File: config.mk
export PLATFORM = sky130hd
export DESIGN_NAME = codec_packet_framer
export DESIGN_NICKNAME = d
export VERILOG_FILES = /design/src/rtl/codec_packet_framer.sv
export SDC_FILE = /design/constraint.sdc
export NUM_CORES = 1
export LEC_CHECK = 0
export CAP_MARGIN = 20
export CORE_AREA = 2 2 157 128
export CTS_BUF_LIST = sky130_fd_sc_hd__clkbuf_16
export CTS_CLUSTER_SIZE = 30
export DETAILED_ROUTE_END_ITERATION = 7
export DIE_AREA = 0 0 159 130
export GPL_TIMING_DRIVEN = 0
export PLACE_DENSITY = 0.78
export RECOVER_POWER = 100
export SETUP_SLACK_MARGIN = 0.3
export SLEW_MARGIN = 20
export SYNTH_ARGS = -nofsm -noshare
export SYNTH_HDL_FRONTEND = slang
export SYNTH_SLANG_ARGS = --single-unit
File: constraint.sdc
create_clock -name clk -period 10.3 [get_ports clk]
set_input_delay 2.575 -clock clk [delete_from_list [all_inputs] [get_ports clk]]
set_output_delay 2.575 -clock clk [all_outputs]
set_load 0.02 [all_outputs]
File: src/rtl/codec_packet_framer.sv
// codec_packet_framer: buffers codec samples and frames them into PKT_LEN-beat packets, padding on flush.
// Define CODEC_PACKET_FRAMER_STATS_EN to count completed packets on pkt_count.
module codec_packet_framer #(
  parameter int DATA_W = 8,
  parameter int PKT_LEN = 16,
  parameter int FIFO_DEPTH = 32,
  parameter logic [DATA_W-1:0] PAD_VALUE = '0
) (
  input  logic                          clk,
  input  logic                          reset,
  input  logic                          in_valid,
  input  logic [DATA_W-1:0]             in_data,
  output logic                          in_ready,
  input  logic                          flush,
  output logic                          out_valid,
  input  logic                          out_ready,
  output logic [DATA_W-1:0]             out_data,
  output logic                          out_sop,
  output logic                          out_eop,
  output logic [$clog2(FIFO_DEPTH):0]   fill_level,
  output logic                          overflow,
  output logic [15:0]                   pkt_count
);
  localparam int AW = $clog2(FIFO_DEPTH);
  localparam int IW = $clog2(PKT_LEN);
  typedef enum logic {STREAM, PAD} state_t;
  state_t state, state_d;
  logic [DATA_W-1:0] mem [FIFO_DEPTH];
  logic [AW:0] wr_ptr, rd_ptr;
  logic [IW-1:0] idx;
  logic pad_pending, pad_pending_d, empty, wr, rd, xfer, eop;
  assign fill_level = wr_ptr - rd_ptr;
  assign empty = fill_level == '0;
  assign in_ready = !reset && fill_level != (AW+1)'(FIFO_DEPTH);
  assign wr = in_valid && in_ready;
  assign xfer = out_valid && out_ready;
  assign eop = idx == IW'(PKT_LEN - 1);
  assign rd = xfer && state == STREAM;
  always_ff @(posedge clk or posedge reset)
    if (reset) state <= STREAM;
    else state <= state_d;
  always_comb
    state_d = state == STREAM ? ((pad_pending && empty && idx != '0) ? PAD : STREAM)
                              : ((xfer && eop) ? STREAM : PAD);
  always_comb begin
    out_valid = state == PAD || !empty;
    out_data = state == PAD ? PAD_VALUE : (out_valid ? mem[rd_ptr[AW-1:0]] : '0);
    out_sop = out_valid && idx == '0;
    out_eop = out_valid && eop;
  end
  // A request landing on a packet boundary with nothing buffered needs no padding.
  assign pad_pending_d = state == PAD ? !(xfer && eop)
                                      : (pad_pending || flush) && !(idx == '0 && empty);
  always_ff @(posedge clk or posedge reset)
    if (reset) begin
      wr_ptr <= '0;
      rd_ptr <= '0;
      idx <= '0;
      pad_pending <= 1'b0;
      overflow <= 1'b0;
    end else begin
      wr_ptr <= wr_ptr + (AW+1)'(wr);
      rd_ptr <= rd_ptr + (AW+1)'(rd);
      idx <= xfer ? (eop ? '0 : idx + IW'(1)) : idx;
      pad_pending <= pad_pending_d;
      overflow <= overflow || (in_valid && !in_ready);
    end
  always_ff @(posedge clk)
    if (wr) mem[wr_ptr[AW-1:0]] <= in_data;
`ifdef CODEC_PACKET_FRAMER_STATS_EN
  always_ff @(posedge clk or posedge reset)
    if (reset) pkt_count <= '0;
    else if (xfer && eop) pkt_count <= pkt_count + 16'd1;
`else
  assign pkt_count = '0;
`endif
endmodule
==> metrics list <==
- For this run, the top clock speed supported by timing is 131.8 MHz.
* Max-capacitance violation count: 9
- Type of the worst setup path: reg2out
- GR Overflow Total: 0
* Top cell family by delay on the critical path: buffers and inverters
* Num Clock Sinks: 275
* I/O pin count: 48
- Startpoint type of the worst setup path: flop
- Critical Path End Type: primary output
- Non-filler cells in the finished layout: 923
* EDFF count, synth: 256
- Summed over all layers, the routed wires come to 23.21 mm.
* Worst voltage drop across the vdd grid: 0.1816 mV
* Cells after Synth: 561
- Inst Count DP: 874
- In this run, synthesis produced a sequential element count of 275.
- CTS built an H-tree with a depth of 1.
* Net count, final: 664
- Share of flip-flops with an asynchronous set or reset after synthesis: 0.06909
- DR iter-0 viols: 748
- The netlist uses 48 different library cells.
* Area overhead of the layout relative to synthesis: 12.36%
- Crit path largest cell delay: 700 ps
- Dividing the detail-routed wire length by the instance count gives 25.15 um.
- Total Die Area: 20670 um2
- The worst hold path belongs to the class reg2reg.
- The count of pins over their slew limit is 144.
- Setup violations remaining at the end of the flow were counted as 0.
- The root buffer cell chosen for the clock tree is sky130_fd_sc_hd__clkbuf_16.
- Worst path slowest cell: sky130_fd_sc_hd__dlygate4sd3_1
* Quantity of gates resized following cts: 0
- End point of the critical path: out_data[1]
- Setup repair after global routing left no endpoint under its margin.
- Post-synth top area cell: sky130_fd_sc_hd__edfxtp_1
- The final reports fail on max-capacitance violations, max-slew violations.
- The Yosys step of the flow raised 0 warnings.
- Measured against its own limit, the worst slew margin works out to -0.2742.
- CP bufs+invs: 5
- Post-Syn Area per Cell: 20.08 um2
- Summed negative setup slack over all endpoints: 0 ps
* Number of buffers between clock root and the deepest sink: 3
- The first global-routing pass estimated 35.09 mm of wire.
- For the finished layout, the period the worst path requires is 7585 ps.
- Areal power density over the cells: 270.1 nW/um2
- In the layout the commonest cells are sky130_fd_sc_hd__edfxtp_1, sky130_fd_sc_hd__mux4_2, sky130_fd_sc_hd__clkbuf_1.
- Latest clock arrival within the worst-skew pair: 530 ps
- Vias/cell: 6.185
* CP Data Required Time: 7730 ps
- Top cell type's share of synthesized area: 0.6823
* Post-CTS Setup Inserts: 0
- Critical path launch point: rd_ptr[1]$_DFF_PP0_
* Reg-to-reg critical path startpoint: rd_ptr[1]$_DFF_PP0_
- All-Layer GR Usage: 0.2316
- In this run the worst path has a maximum fanout of 10.
- Worst path depth: 12
- Final Wtd Congestion: 0.8988
- Hold is met by 485.4 ps.
- OpenSTA, run right after detailed placement, puts the worst setup slack at 3906 ps.
* End of the worst register-to-register path: mem[28][5]$_DFFE_PP_
- Dominant cells by area after synthesis: sky130_fd_sc_hd__edfxtp_1, sky130_fd_sc_hd__mux4_2, sky130_fd_sc_hd__dfrtp_1
- The final-report hold violation count came to 0.
- For this configuration, the core starts out at a cell density of 0.5826.
- Prevailing post-synth register cell: sky130_fd_sc_hd__edfxtp_1
* CTS tree: built
* Die Ht: 130 um
* Synthesized cell area: 11270 um2
- Register-to-Register Setup Slack: 4840 ps
- Number of antenna violations at the first check in global routing: 0
- Among the stages of the critical path, the cell type that occurs most often is sky130_fd_sc_hd__clkbuf_1.
- In this run, post-CTS hold repair placed 0 buffers.
- The run finished, with violations left.
- On the final layout, the worst clock skew is 16.99 ps.
* Proportion of layout cells with a drive suffix above 1: 0.2140
- Inserted Clock Buffers: 26
- Portion of the post-synthesis area used by sequential elements: 0.7245
- Input/output buffers: 31
- The worst register-to-register path has a depth of 11.
- Core Footprint: 19340 um2
* Total via count in the routed design: 5709
- Endpoint arrival time on the critical path: 5010 ps
- Most common cell after layout, fill and taps aside: sky130_fd_sc_hd__edfxtp_1
* Clock transition at the register clock pins on the worst setup and hold paths after CTS: 60 ps
- Entering global routing, the biggest net connects 33 pins.
* Final Worst Setup Slack: 2715 ps
- Critical-path cell list: clkbuf_1, clkbuf_1, inv_1, ha_1, nand2b_1, a21oi_1, a31o_1, or4b_1, nand2b_1, clkbuf_1, a21oi_1, dlygate4sd3_1
* Leakage component of the power: 4.189 nW
- The number of global-route vias before repair is 5709.
* Std-Cell Rows: 46
- Drt first pass iters: 5
- For the pin with the worst max-slew slack, the measured transition is 1894 ps.
* Antenna fix cells: 0
* Antenna-violating nets left: 0
- Once detailed placement completed, the half-perimeter wirelength came to 15.13 mm.
- From left edge to right edge, the die measures 159 um.
- The worst hold path begins at overflow$_DFF_PP0_.
* Final routed DRC violation total: 0
- Dividing the final minimum period by the clock period gives 0.7364.
==> routing by layer <==
metal,global-route usage,wire [um],up-vias
met5,0,0,-
met4,0.05455,463,0
met3,0.03814,2271,39
met2,0.3575,10620,301
met1,0.3569,9854,2954
li1,-,-,2415
==> worst min-delay path by stage <==
stage	cells past startpoint	slack, ps	end
floorplan	1	460	wr_ptr[5]$_DFF_PP0_
global placement	1	460	overflow$_DFF_PP0_
detailed placement	1	480	overflow$_DFF_PP0_
CTS	1	490	wr_ptr[5]$_DFF_PP0_
global route	1	500	overflow$_DFF_PP0_
finish	1	490	overflow$_DFF_PP0_
==> logic make-up after synthesis <==
logic type | after synthesis | synth area share
DFF | 275 | 0.7245
AOI/OAI and AO/OA | 27 | 0.01577
buffers and inverters | 56 | 0.02710
muxes | 82 | 0.1619
and+or+nand+nor | 95 | 0.04631
adders and majority gates | 12 | 0.01399
other | 1 | 0.0003328
xor gates and xnor gates | 13 | 0.01011
==> cells in the mapped netlist (2+ instances only) <==
cell                        count
sky130_fd_sc_hd__nor2b_1        2
sky130_fd_sc_hd__or3b_2         3
sky130_fd_sc_hd__nand3_1        8
sky130_fd_sc_hd__buf_6          3
sky130_fd_sc_hd__nor4_2         5
sky130_fd_sc_hd__xor2_1         5
sky130_fd_sc_hd__clkinv_1       2
sky130_fd_sc_hd__clkbuf_1       9
sky130_fd_sc_hd__nor2_1        13
sky130_fd_sc_hd__buf_2         10
sky130_fd_sc_hd__o2bb2ai_1      3
sky130_fd_sc_hd__mux4_2        80
sky130_fd_sc_hd__nand3b_1       3
sky130_fd_sc_hd__buf_1          4
sky130_fd_sc_hd__a21oi_1       11
sky130_fd_sc_hd__or3_1          2
sky130_fd_sc_hd__ha_1          11
sky130_fd_sc_hd__edfxtp_1     256
sky130_fd_sc_hd__buf_4         16
sky130_fd_sc_hd__inv_1         11
sky130_fd_sc_hd__xnor2_1        8
sky130_fd_sc_hd__nand2b_1       3
sky130_fd_sc_hd__dfrtp_1       19
sky130_fd_sc_hd__o21ai_0        3
sky130_fd_sc_hd__nand2_1       23
sky130_fd_sc_hd__nor3_1        23
sky130_fd_sc_hd__nor4_1         4
==> state kept, by name, indices dropped and copies added (netlist names) <==
name,cells
idx,4
mem,256
overflow,1
pad_pending,1
rd_ptr,6
state,1
wr_ptr,6
==> stage by stage <==
stage | instance area [um2] | power (W) | util
2_1_floorplan | 11320 | 0.002160 | -
3_3_place_gp | 11960 | 0.002544 | 0.6187
3_5_place_dp | 12110 | 0.002601 | 0.6262
4_1_cts | 12910 | 0.003492 | 0.6677
5_1_grt | 12660 | 0.003562 | 0.6546
6_report | 12660 | 0.003420 | 0.6546
==> power breakdown <==
part / switching (W) / total [W] / internal (W) / leakage (nW)
clock network: 0.000386 / 0.000893 / 0.000507 / 0.430
logic: 0.000680 / 0.00120 / 0.000519 / 1.23
registers: 0.0000422 / 0.00133 / 0.00129 / 2.53
total: 0.00111 / 0.00342 / 0.00231 / 4.19
==> worst register-to-register path: cells and delay by family, from the launching register on <==
kind	cells	cell delay [ps]
fa+ha+maj	1	300
flops	1	460
compound gates	3	750
buf+inv	4	1620
simple gates	3	1910
==> final cells by class <==
class | count | area (um2)
Buffer | 42 | 227.7
Clock buffer | 26 | 650.6
Clock inverter | 22 | 151.4
Fill cell | 1307 | 6679
Inverter | 14 | 52.55
Multi-Input combinational cell | 245 | 2809
Sequential cell | 275 | 8163
Tap cell | 264 | 330.3
Timing Repair Buffer | 35 | 275.3
Note: power is estimated with default switching activity, not from simulation.
